File: config.mk
export PLATFORM = sky130hd
export DESIGN_NAME = note_hit_judge
export DESIGN_NICKNAME = d
export VERILOG_FILES = /design/src/rtl/note_hit_judge.sv
export SDC_FILE = /design/constraint.sdc
export NUM_CORES = 1
export LEC_CHECK = 0
export ABC_AREA = 1
export CORE_ASPECT_RATIO = 1.75
export CORE_MARGIN = 4
export CORE_UTILIZATION = 35
export DETAILED_ROUTE_END_ITERATION = 10
export PLACE_DENSITY_LB_ADDON = 0.25
export SLEW_MARGIN = 40
export SYNTH_ARGS = -nofsm -noshare
export SYNTH_HDL_FRONTEND = slang
export SYNTH_SLANG_ARGS = --single-unit
File: constraint.sdc
create_clock -name clk -period 3.58 [get_ports clk]
set_input_delay 0.716 -clock clk [delete_from_list [all_inputs] [get_ports clk]]
set_output_delay 0.716 -clock clk [all_outputs]
set_load 0.05 [all_outputs]
File: src/rtl/note_hit_judge.sv
// Judges detected pitch against the score window's oldest slot once per eighth note,
// and keeps score, streak, best streak and a streak-driven multiplier.
module note_hit_judge #(
  parameter int HOLD_CYCLES    = 1000000,
  parameter int POINTS_PER_HIT = 10,
  parameter int STREAK_STEP    = 8,
  parameter int MAX_MULT       = 4
) (
  input  logic        clk,
  input  logic        reset,
  input  logic        song_start,
  input  logic        eighth_note_enable,
  input  logic [63:0] next_notes,
  input  logic [3:0]  played_note,
  input  logic        played_valid,
  output logic [3:0]  target_note,
  output logic        hit_pulse,
  output logic        miss_pulse,
  output logic [15:0] score,
  output logic [7:0]  streak,
  output logic [7:0]  max_streak,
  output logic [2:0]  mult
);

  // state       | meaning
  // IDLE        | no song running, target cleared
  // WAIT_STROBE | song started, waiting for the first window shift
  // LOAD        | latch the oldest window slot as the new target
  // ARMED       | counting consecutive matching cycles
  // DONE        | slot already hit, ignore input until next strobe
  typedef enum logic [2:0] {
    IDLE        = 3'd0,
    WAIT_STROBE = 3'd1,
    LOAD        = 3'd2,
    ARMED       = 3'd3,
    DONE        = 3'd4
  } state_t;

  localparam logic [19:0] HOLD_LAST = 20'(HOLD_CYCLES - 1);
  localparam logic [7:0]  STEP8     = 8'(STREAK_STEP);
  localparam logic [7:0]  MAX8      = 8'(MAX_MULT);
  localparam logic [16:0] PTS17     = 17'(POINTS_PER_HIT);

  state_t      state, state_nxt;
  logic [19:0] hold_cnt, hold_nxt;
  logic        match;
  logic        do_hit;
  logic        do_miss;
  logic        load_tgt;
  logic [7:0]  mult_full;
  logic [16:0] pts;
  logic [16:0] sum;
  logic [15:0] score_sat;
  logic [7:0]  streak_inc;

  // Only the slot being played matters here; the rest of the window feeds the display.
  logic unused_window;
  assign unused_window = ^next_notes[59:0];

  assign match = played_valid && (played_note == target_note) && (target_note != 4'd0);

  assign mult_full = 8'd1 + (streak / STEP8);
  assign mult      = (mult_full > MAX8) ? 3'(MAX_MULT) : mult_full[2:0];

  assign pts        = PTS17 * {14'd0, mult};
  assign sum        = {1'b0, score} + pts;
  assign score_sat  = sum[16] ? 16'hFFFF : sum[15:0];
  assign streak_inc = (streak == 8'hFF) ? 8'hFF : streak + 8'd1;

  always_ff @(posedge clk or negedge reset) begin
    if (!reset) begin
      state    <= IDLE;
      hold_cnt <= 20'd0;
    end else begin
      state    <= state_nxt;
      hold_cnt <= hold_nxt;
    end
  end

  always_comb begin
    state_nxt = state;
    hold_nxt  = hold_cnt;
    do_hit    = 1'b0;
    do_miss   = 1'b0;
    load_tgt  = 1'b0;
    if (song_start) begin
      state_nxt = WAIT_STROBE;
      hold_nxt  = 20'd0;
    end else begin
      case (state)
        IDLE: ;
        WAIT_STROBE: begin
          if (eighth_note_enable) state_nxt = LOAD;
        end
        LOAD: begin
          load_tgt  = 1'b1;
          hold_nxt  = 20'd0;
          state_nxt = ARMED;
        end
        ARMED: begin
          if (match) begin
            if (hold_cnt == HOLD_LAST) begin
              do_hit    = 1'b1;
              hold_nxt  = 20'd0;
              state_nxt = DONE;
            end else begin
              hold_nxt = hold_cnt + 20'd1;
            end
          end else begin
            hold_nxt = 20'd0;
          end
          // A hit completing on the strobe cycle still counts; only unhit slots miss.
          if (eighth_note_enable) begin
            do_miss   = !do_hit && (target_note != 4'd0);
            state_nxt = LOAD;
          end
        end
        DONE: begin
          if (eighth_note_enable) state_nxt = LOAD;
        end
        default: state_nxt = IDLE;
      endcase
    end
  end

  always_ff @(posedge clk or negedge reset) begin
    if (!reset) begin
      target_note <= 4'd0;
      hit_pulse   <= 1'b0;
      miss_pulse  <= 1'b0;
      score       <= 16'd0;
      streak      <= 8'd0;
      max_streak  <= 8'd0;
    end else begin
      hit_pulse  <= 1'b0;
      miss_pulse <= 1'b0;
      if (song_start) begin
        score      <= 16'd0;
        streak     <= 8'd0;
        max_streak <= 8'd0;
      end else begin
        if (load_tgt) target_note <= next_notes[63:60];
        if (do_hit) begin
          hit_pulse <= 1'b1;
          score     <= score_sat;
          streak    <= streak_inc;
          if (streak_inc > max_streak) max_streak <= streak_inc;
        end
        if (do_miss) begin
          miss_pulse <= 1'b1;
          streak     <= 8'd0;
        end
      end
    end
  end

endmodule

Word level (Yosys, flattened, before mapping). Index checks and enable logic that the tools add are counted.

Equal/unequal tests: 11. Multipliers: 1. Reductions and logical operators: 14. $lt $le $gt $ge: 2. Bitwise operators: 1. Add/sub/neg operators: 4. Muxes and demuxes: 36.

Operators by type and width (count): 2-to-1 mux 20 bit (3); 2-to-1 mux 8 bit (7); 2-to-1 mux 16 bit (3); case mux 20 bit (2 select lines) (1); adder 20 x 1 -> 20 bit, second input constant (1); equality test 20 bit, second input constant (1); 2-to-1 mux 3 bit (6); adder 16 x 7 -> 17 bit (1); 2-to-1 mux 1 bit (15); case mux 3 bit (4 select lines) (1); adder 8 x 1 -> 8 bit, second input constant (1); equality test 8 bit, second input constant (1); greater-than comparator 8 bit (1); inequality test 4 bit, second input constant (2); adder 1 x 5 -> 6 bit, first input constant (1); equality test 3 x 2 -> 1 bit, second input constant (2); greater-than comparator 6 x 3 -> 1 bit, second input constant (1); multiplier 3 x 3 -> 6 bit, first input constant (1); nonzero test 3 bit (2); equality test 4 bit (1); AND reduction 2 bit (2); AND reduction 4 bit (1); nonzero test 2 bit (2); nonzero test 4 bit (1); 9 further kinds (11).

Input port bits: 73. Register bits: 61.

Longest topological paths before layout. Gate-level depths: netlist of run 1.

Word-level depth: 13. Gate-level depth with buffers: 19. Mapped depth without buffers: 19.

Worst setup path before layout of run 1. Ideal clock, no wire load.

Path kind: reg2reg. From: register streak[3]. To: register score[6]. Stages on the path, launching flop included: 17. Path slack: -865 ps. Library setup time: 118 ps. Required time: 3462 ps. Arrival time: 4327 ps. Cells stage by stage: dfrtp_1 > ha_1 > nand3_1 > nand3_1 > nor3b_1 > ha_1 > ha_1 > ha_1 > nand2_1 > nand2_1 > a21oi_1 > nand2_1 > nand2_2 > buf_2 > nand3_1 > nand3_1 > nand2_1.

Word-level cells in the longest chain between the ends: 8.

Ends and longest elaborated chain: start: declaration (RTL line 20) `output logic [7:0] streak,`; start signal: assignment (RTL line 146) `streak <= streak_inc;`; adder 1 x 5 -> 6 bit * (RTL line 62) `assign mult_full = 8'd1 + (streak / STEP8);`; greater-than comparator 6 x 3 -> 1 bit (RTL line 63) `assign mult = (mult_full > MAX8) ? 3'(MAX_MULT) : mult_full[2:0];`; 2-to-1 mux 3 bit * (RTL line 63); net mult[1] (RTL line 22) `output logic [2:0] mult`; multiplier 3 x 3 -> 6 bit * (RTL line 65) `assign pts = PTS17 * {14'd0, mult};`; adder 16 x 7 -> 17 bit * (RTL line 66) `assign sum = {1'b0, score} + pts;`; 2-to-1 mux 16 bit * (RTL line 67) `assign score_sat = sum[16] ? 16'hFFFF : sum[15:0];`; 2-to-1 mux 16 bit * (RTL line 143) `if (do_hit) begin`; 2-to-1 mux 16 bit * (RTL line 137) `if (song_start) begin`; end signal: assignment (RTL line 145) `score <= score_sat;`; end: declaration (RTL line 19) `output logic [15:0] score,`.

Mark *: on every way through the listed nets, which the timed path passes. The rest lies on a longest branch. The select of a mux whose other input is x is not followed. A chain may end at the register's enable or synchronous reset.

Worst setup path in the final report of run 1.
From: register streak[4]. To: register score[7].

Word-level cells in the longest chain between the ends: 8.

Ends and longest elaborated chain (RTL line): adder 1 x 5 -> 6 bit * (62); greater-than comparator 6 x 3 -> 1 bit (63); 2-to-1 mux 3 bit * (63); multiplier 3 x 3 -> 6 bit * (65); adder 16 x 7 -> 17 bit * (66); 2-to-1 mux 16 bit * (67); 2-to-1 mux 16 bit * (143); 2-to-1 mux 16 bit * (137).

Every way passes the cells marked *; elsewhere a longest branch is shown, timed or not. The select of a mux whose other input is x is not followed.

==> results of run 1 <==
power breakdown:
group	total, mW	leakage (nW)	switching, mW	internal, mW
registers	0.760	0.831	0.0346	0.725
clock network	0.838	0.145	0.311	0.528
logic	0.405	1.82	0.279	0.126
total	2.00	2.80	0.624	1.38
layer usage:
metal	vias to the layer above	wire length (um)	track usage [%]
met5	-	0	0
met1	1965	4500	17.3
met4	0	291	7.20
li1	2139	-	-
met2	72	6240	31.0
met3	23	312	2.82
cells by family after synthesis:
group | share of synthesized area, %
and+or+nand+nor | 42.9
buffers and inverters | 9.03
DFF | 34.3
AOI/OAI and AO/OA | 4.73
adders and majority gates | 5.80
xor gates and xnor gates | 3.15
cells in the final DEF (no fill, tap or decap), types with 13 or more instances in the layout:
cell,instances
a21oi_1,17
clkdlybuf4s50_1,52
dfrtp_1,61
ha_1,19
inv_1,76
nand2_1,180
nand3_1,75
nand4_1,22
nor2_1,75
xor2_1,13
sequential cells by signal, summed over array words and instances (netlist names):
signal       cells
hold_cnt        20
score           16
state            3
miss_pulse       1
target_note      4
streak           8
max_streak       8
hit_pulse        1
through the flow:
step           TNS (ps)  area, um^2  hold WS, ps
3_5_place_dp          0        5150          472
4_1_cts               0        5430          409
3_3_place_gp          0        5140          467
5_1_grt           -2.39        5430          435
6_report              0        5430          387
2_1_floorplan         0        4460          420
area by class of cell:
class | instances | area (um^2) | share of cell area, %
clock inverter | 6 | 55.1 | 1.01
tap | 168 | 210 | 3.87
inverter | 82 | 309 | 5.69
sequential | 61 | 1530 | 28.1
timing repair buffer | 59 | 573 | 10.5
multi-input combinational | 474 | 2530 | 46.6
clock buffer | 9 | 225 | 4.15
final timing paths:
path / startpoint / endpoint / slack, ps
setup / recovery: streak[4]$_DFFE_PN0P_ / score[7]$_DFFE_PN0P_ / 290
hold / removal: reset / score[7]$_DFFE_PN0P_ / 390
setup reg to reg: streak[4]$_DFFE_PN0P_ / score[7]$_DFFE_PN0P_ / 290
hold reg to reg: score[0]$_DFFE_PN0P_ / score[0]$_DFFE_PN0P_ / 480
max in group asynchronous: reset / streak[4]$_DFFE_PN0P_ / 2530
min in group clk: score[0]$_DFFE_PN0P_ / score[0]$_DFFE_PN0P_ / 480
==> reports/metrics.cfg, run 1 <==
[setup_path]
critical_path_class = flip-flop to flip-flop
required_ps = 3800
crit_slowest_cell = dfrtp_1
critPathBufInv = 0
end_kind = flip-flop
path_max_fanout = 16
start_kind = flip-flop
rr_worst_depth = 17
critical_path_depth = 17
critPathTopFamily = simple AND/OR/NAND/NOR gates
crit_chain = ha_1 -> nand3_1 -> nand3_1 -> nor2_1 -> nand2_1 -> nor2_1 -> ha_1 -> ha_1 -> ha_1 -> nand2_1 -> nand2_1 -> a21oi_1 -> nand2_1 -> nand2_4 -> nand3_1 -> nand3_1 -> o21ai_1
cp_slowest_stage_delay_ps = 430
cp.arrival_ps = 3510

[grt]
grt_pass1_wl_um = 19100
grt_max_degree = 52
grt_pass1_vias = 4089
antenna_found_initial = 0
grt-ovfl-total = 0
track_usage_pct = 16.3

[cts]
cts.clk_slew.worst_paths_ps = 60
cts_buffers = 9
clk_latency_ps = 330
clock_path_buffers = 2
cts.sinks = 61
cts_hold_buf = 0
clockRootBuffer = clkbuf_16
ctsHtreeMaxLevel = 3
cts_tree = yes
cts_setup_buffers = 0
cts_resized = 0

[logic_synthesis]
yosysTopAreaCellShare_pct = 34.3
synth_ff_type = dfrtp_1
syn_area_per_cell_um2 = 7.03
ys_ff_latch = 61
yosysTopAreaCell = dfrtp_1
syn_area_mm2 = 0.00445
netlist_top_cells_count = nand2_1 (180), inv_1 (76), nand3_1 (75), nor2_1 (75), dfrtp_1 (61)
ys_seq_area_share_pct = 34.3
yosysMostFrequentCell = nand2_1
synth_area_leaders = dfrtp_1 (34%), nand2_1 (15%), nand3_1 (8.4%)
synth_cells = 632
synth.distinct_cells = 43
async_flop_share_pct = 100
synth_fp_nets = 725
yosysWarnings = 0
synth_edf_count = 0

[run_status]
status = finished, final reports clean

[floorplan]
rows = 54
die_w_um = 93.2
io_pins = 114
dieArea_mm2 = 0.0146
start_util_pct = 35.8
die-height_um = 157
core-area_mm2 = 0.0124

[power]
leakagePower_nw = 2.80
p_total_mw = 2.00
ir_drop_v = 0.000355
p_per_area_mw_per_mm2 = 369

[timing]
finalClockSkew_ps = 9.13
finalHoldViolations = 0
worstMarginPinSlew_ps = 691
slew_violations = 0
fin_crit_sh_pct = 91.9
worst_slack_ps = 290
slew_headroom_pct = 53.5
period_needed_ps = 3290
clock.fmax_mhz = 304
final-setup-viol-count = 0

[cells_and_area]
fillerInstances = 1312
stdcell_count = 859
drive_above_1_share_pct = 8.97
nets = 780
area_delta_synth_final_pct = 22.2
diodes = 0
final_util_pct = 43.7

[placed_design]
dp.cells = 844
post-place-ws_ps = 152
gp_congestion = 0.886
port_buffers = 53
dp_hpwl_um = 8630

[route]
viasPerCell = 4.89
drtAntennaViolNets = 0
dr.pass1.iters = 5
wl_per_cell_um = 13.2
vias = 4199
drt_wl_total_um = 11300
drc = 0
drt_iter0_markers = 157

[min_path]
hold_path_class = input pin to asynchronous set/reset pin

[flow_run]
maxCapViolations = 0

Note: power is estimated with default switching activity, not from simulation.
==> run 2: changes to the inputs <==
--- a/config.mk
+++ b/config.mk
@@ -9,8 +9,8 @@
 export CORE_ASPECT_RATIO = 1.75
 export CORE_MARGIN = 4
 export CORE_UTILIZATION = 35
+export CTS_CLUSTER_DIAMETER = 80
 export DETAILED_ROUTE_END_ITERATION = 10
-export PLACE_DENSITY_LB_ADDON = 0.25
 export SLEW_MARGIN = 40
 export SYNTH_ARGS = -nofsm -noshare
 export SYNTH_HDL_FRONTEND = slang
==> run 2 against run 1 <==
Global-route usage increased by 0.91 points. Final cell count increased by 0.35%. Sequential power about the same. Die area unchanged. Hold slack got worse by 75 ps. Register-to-register slack improved by 80 ps. Setup slack improved by 79 ps. First-iteration DRC count increased by 1.3%. Wire length increased by 4.8%. Final area increased by 1.0%. Clock power increased by 8.2%.
==> reports/metrics.cfg, run 2 (synthesized netlist as in run 1, its figures left out) <==
[min_path]
hold_path_class = input pin to asynchronous set/reset pin

[grt]
grt-ovfl-total = 0
busiest_layer = met2
track_usage_pct = 17.2
grt_max_degree = 52
antenna_found_initial = 0
gr-usage-met3_pct = 2.77
met2_usage_pct = 32.6
grt_pass1_wl_um = 20200
grt_pass1_vias = 4357
use_met1_pct = 18.5

[setup_path]
path_max_fanout = 8
start_kind = flip-flop
critPathTopFamily = simple AND/OR/NAND/NOR gates
rr_worst_depth = 17
critPathBufInv = 0
cp_slowest_stage_delay_ps = 400
critical_path_class = flip-flop to flip-flop
crit_chain = ha_1 -> nand3_1 -> nand3_1 -> nor2_1 -> nand2_1 -> nor2_1 -> ha_1 -> ha_1 -> ha_1 -> nand2_1 -> nand2_1 -> a21oi_1 -> nand2_2 -> nand2_4 -> nand3_1 -> nand3_1 -> o21ai_1
critical_path_depth = 17
end_kind = flip-flop
cp.arrival_ps = 3420
crit_slowest_cell = dfrtp_1
required_ps = 3790

[route]
viasPerCell = 5.08
drc = 0
wl_per_cell_um = 13.8
vias = 4376
drt_iter0_markers = 159
drt_wl_total_um = 11900
drtAntennaViolNets = 0
dr.pass1.iters = 4

[cts]
cts_resized = 0
cts_setup_buffers = 0
cts.sinks = 61
clk_latency_ps = 330
cts.clk_slew.worst_paths_ps = 60
cts_hold_buf = 0
clock_path_buffers = 2
cts_buffers = 9
ctsHtreeMaxLevel = 3
cts_tree = yes
clockRootBuffer = clkbuf_16

[timing]
finalClockSkew_ps = 11.5
slew_headroom_pct = 59.4
clock.fmax_mhz = 311
period_needed_ps = 3210
final-setup-viol-count = 0
finalHoldViolations = 0
worstMarginPinSlew_ps = 610
slew_violations = 0
rsz0062_at_grt = false
fin_crit_sh_pct = 89.7
tns_ps = 0

[power]
cellInternalPower_mw = 1.45
swShare_pct = 30.3
ir_drop_v = 0.000306
netSwitchingPower_mw = 0.630
seqPwrFrac_pct = 36.6
p_per_area_mw_per_mm2 = 378
clockPowerShare_pct = 43.7
comb_power_share_pct = 19.7
leakagePower_nw = 2.84

[floorplan]
die_w_um = 93.2
dieArea_mm2 = 0.0146
core-area_mm2 = 0.0124
die-height_um = 157
start_util_pct = 35.8
rows = 54
io_pins = 114

[placed_design]
dp_hpwl_um = 8870
gp_congestion = 0.894
port_buffers = 53

[cells_and_area]
reg.largest.list = hold_cnt (20), score (16)
final_util_pct = 44.2
top_register = hold_cnt
largest_reg_flops = 20
fillerInstances = 1328
mostFrequentLayoutCells = nand2_1 (179), inv_1 (76), nor2_1 (75)
drive_above_1_share_pct = 9.51
area_delta_synth_final_pct = 23.5
nets = 782
layout_commonest_cell = nand2_1
diodes = 0

[run_status]
status = finished, final reports clean

[flow_run]
maxCapViolations = 0

==> run 2: cell count changes in the layout (fill, tap and decap cells not counted), sizes merged <==
cell      delta
clkbuf       +4
buf          +1
nand2        +1
clkinv       -4
clkinvlp     +1
==> run 2: metal layers <==
metal / part of all wire, % / vias to the layer above / wire [um]
met2: 56 / 105 / 6640
met1: 38 / 2098 / 4520
met3: 3.8 / 19 / 452
met5: 0 / - / 0
li1: - / 2154 / -
met4: 2.4 / 0 / 282
==> run 2: power by group through the flow <==
| stage | clock [mW] | combinational [mW] | sequential (mW) |
|---|---|---|---|
| after detailed placement | 0 | 0.414 | 0.773 |
| after global placement | 0 | 0.409 | 0.771 |
| after floorplan | 0 | 0.175 | 0.872 |
| final | 0.907 | 0.410 | 0.761 |
| after CTS | 0.926 | 0.415 | 0.762 |
| after global routing | 0.959 | 0.447 | 0.765 |
==> run 2: cell type report <==
cell class | instances | area, um^2 | share of cell area (%)
timing repair buffer | 60 | 578 | 10.5
sequential | 61 | 1530 | 27.8
inverter | 82 | 309 | 5.63
clock inverter | 3 | 42.5 | 0.775
tap | 168 | 210 | 3.83
multi-input combinational | 475 | 2550 | 46.5
clock buffer | 13 | 270 | 4.92
==> run 2: stage by stage <==
step	area (um^2)	setup WS (ps)	hold slack, ps	total power, mW	std cells
final	5490	369	312	2.08	862
after global routing	5490	31.4	332	2.17	862
after CTS	5470	180	313	2.10	861
after detailed placement	5150	198	478	1.19	845
after global placement	5150	245	467	1.18	845
after floorplan	4460	10.8	420	1.05	632
==> run 2: worst paths after layout <==
check | startpoint | to | slack, ps
worst min-delay path | reset | target_note[3]$_DFFE_PN0P_ | 310
worst max register to register | streak[3]$_DFFE_PN0P_ | score[7]$_DFFE_PN0P_ | 370
worst max-delay path | streak[3]$_DFFE_PN0P_ | score[7]$_DFFE_PN0P_ | 370
min in group clk | score[0]$_DFFE_PN0P_ | score[0]$_DFFE_PN0P_ | 490
max in group asynchronous | reset | hold_cnt[13]$_DFFE_PN0P_ | 2300
worst min register to register | score[0]$_DFFE_PN0P_ | score[0]$_DFFE_PN0P_ | 490
==> edit (flow settings as in run 1) <==
Reset style: synchronous (`reset`), changed in 2 clocked blocks.
--- a/src/rtl/note_hit_judge.sv
+++ b/src/rtl/note_hit_judge.sv
@@ -67,7 +67,7 @@
   assign score_sat  = sum[16] ? 16'hFFFF : sum[15:0];
   assign streak_inc = (streak == 8'hFF) ? 8'hFF : streak + 8'd1;
 
-  always_ff @(posedge clk or negedge reset) begin
+  always_ff @(posedge clk) begin
     if (!reset) begin
       state    <= IDLE;
       hold_cnt <= 20'd0;
@@ -123,7 +123,7 @@
     end
   end
 
-  always_ff @(posedge clk or negedge reset) begin
+  always_ff @(posedge clk) begin
     if (!reset) begin
       target_note <= 4'd0;
       hit_pulse   <= 1'b0;
Formal check against the unedited RTL: differs if reset is asserted again (counterexample within 4 cycles, from zero or initial values and one cycle with reset low); with reset held inactive, the same outputs for 10 cycles.
==> edit against run 1 <==
  * Wire length decreased by 1.9%
  * Maximum frequency is 2.5% lower
  * Final area is 6.1% lower
  * Worst setup slack got worse by 0.085 ns
  * Utilization is 1.5 points higher
  * Count of clock-buffer cells in the layout up 2
  * Sequential cell count unchanged
  * Area after synthesis decreased by 8.3%
  * Cell count is 0.81% lower
  * Critical path depth is 9 lower
  * Via count up 3.8%
  * Register-to-register slack improved by 0.06 ns
  * Critical endpoint is now mult[1]
Power is not compared: it rests on default switching activity, and its combinational part moved more than twofold at a synthesized area within 25%.
==> edit: results (changes against run 1) <==
<table>
<tr><th>Metric</th><th>Value</th></tr>
<tr><th colspan="2">Critical path</th></tr>
<tr><td>Launching element of the worst setup path</td><td>streak[4]</td></tr>
<tr><td>Critical Path Slowest Stage Cell</td><td>clkdlybuf4s50_1</td></tr>
<tr><td>Delay of the slowest critical-path stage</td><td>0.83 ns (+0.40 ns)</td></tr>
<tr><td>Data arrival time of the critical path</td><td>2.66 ns (-0.85 ns)</td></tr>
<tr><th colspan="2">Routing</th></tr>
<tr><td>Met2 wire len</td><td>6190 µm (-0.83%)</td></tr>
<tr><td>Total via count after detailed routing</td><td>4360 (+3.8%)</td></tr>
<tr><td>Number of DRC markers in iteration 0</td><td>214 (+36%)</td></tr>
<tr><td>Average routed wire per standard cell</td><td>13.1 µm (-1.0%)</td></tr>
<tr><td>Met3 WL post-DR</td><td>418 µm (+34%)</td></tr>
<tr><th colspan="2">Synthesis</th></tr>
<tr><td>Share of async-settable or async-resettable flops after synthesis</td><td>0 (-1.00)</td></tr>
<tr><td>Count of different cell masters after synthesis</td><td>38 (-12%)</td></tr>
<tr><td>Proportion of synthesized chip area in sequential cells</td><td>0.299 (-0.0439)</td></tr>
<tr><td>Synth top cells by count</td><td>nand2_1 (189), inv_1 (90), nor2_1 (77)</td></tr>
<tr><td>Top flip-flop cell by instance count after synthesis</td><td>dfxtp_1</td></tr>
<tr><td>Top cells by area, synth</td><td>dfxtp_1 (30%), nand2_1 (17%), inv_1 (8.3%), nor2_1 (7.1%), a21oi_1 (6.4%)</td></tr>
<tr><th colspan="2">Place</th></tr>
<tr><td>DP Worst Slack</td><td>0.149 ns (-0.00251 ns)</td></tr>
<tr><td>Area post-placement</td><td>4770 µm² (-7.3%)</td></tr>
<tr><td>GPL Wtd Cong</td><td>0.929 (+4.8%)</td></tr>
<tr><td>Detailed Place HPWL</td><td>8430 µm (-2.3%)</td></tr>
<tr><th colspan="2">Global route</th></tr>
<tr><td>Via count of the first global-routing pass</td><td>4262 (+4.2%)</td></tr>
<tr><td>Largest net degree at the start of global routing</td><td>27 (-48%)</td></tr>
<tr><th colspan="2">STA</th></tr>
<tr><td>Slew at the pin with the worst max-slew slack</td><td>0.543 ns (-0.148 ns)</td></tr>
<tr><td>Worst-case clock skew</td><td>0.00619 ns (-0.00295 ns)</td></tr>
<tr><th colspan="2">Cells and area</th></tr>
<tr><td>Final-stage net count</td><td>808 (+3.6%)</td></tr>
<tr><td>Fraction of final layout cells sized beyond drive strength 1</td><td>0.0847 (-0.00500)</td></tr>
<tr><th colspan="2">Min path</th></tr>
<tr><td>Worst min-delay path class</td><td>flop to flop</td></tr>
<tr><th colspan="2">Run status</th></tr>
<tr><td>Run status</td><td>completed</td></tr>
</table>
edit: cell count changes after synthesis, sizes merged, moves of 6 or more:
cell and delta:
nand4 -7, buf -6, dfrtp -61, nand3 -31
a21oi +35, dfxtp +61, xor2 -9, o21ai +13
inv +13
edit: layout make-up:
class / count / area (µm²)
clock inverters: 5 / 50.0
inverters: 97 / 367
fillers: 1181 / 6190
flip-flops and latches: 61 / 1230
repair buffers: 60 / 583
clock buffers: 11 / 243
multi-input cells: 486 / 2460
well taps: 132 / 165
edit: what timing repair did:
item | in CTS | in global routing
endpoints found under the hold margin | 0 | 0
endpoints found under the setup margin | 0 | 15
resized for setup | 0 | 5
setup buffers | 0 | 1
edit: path summary, 6_finish.rpt:
kind | slack (ns) | endpoint | cells past startpoint
max | 0.21 | mult[1] | 8
min | 0.48 | score[0] | 1
max reg2reg | 0.35 | score[11] | 21
min reg2reg | 0.48 | score[0] | 1
edit: per-layer routing:
layer | global-route usage | vias to the layer above
li1 | - | 2223
met1 | 0.181 | 2009
met2 | 0.335 | 104
met3 | 0.0348 | 24
met4 | 0.0760 | 0
met5 | 0 | -
edit: power breakdown:
group,switching [mW],internal (mW)
Clock,0.313,0.552
Sequential,0.00176,0.680
Combinational,0.0365,0.0217
Total,0.351,1.25
edit: logic make-up (layout without fill, tap and decap cells):
family / count (synthesis) / after routing / share of synthesized area
flip-flops: 61 / 61 / 0.299
adder cells (fa/ha/maj): 20 / 20 / 0.0632
buffers and inverters: 109 / 173 / 0.107
AO/OA/AOI/OAI: 93 / 93 / 0.123
AND/OR/NAND/NOR: 366 / 366 / 0.392
XOR/XNOR: 7 / 7 / 0.0150
edit: stage by stage:
stage | hold WS [ns] | utilization
final | 0.477 | 0.452
after global routing | 0.494 | 0.452
after CTS | 0.484 | 0.449
after detailed placement | 0.472 | 0.423
after global placement | 0.446 | 0.423
after floorplan | 0.452 | -
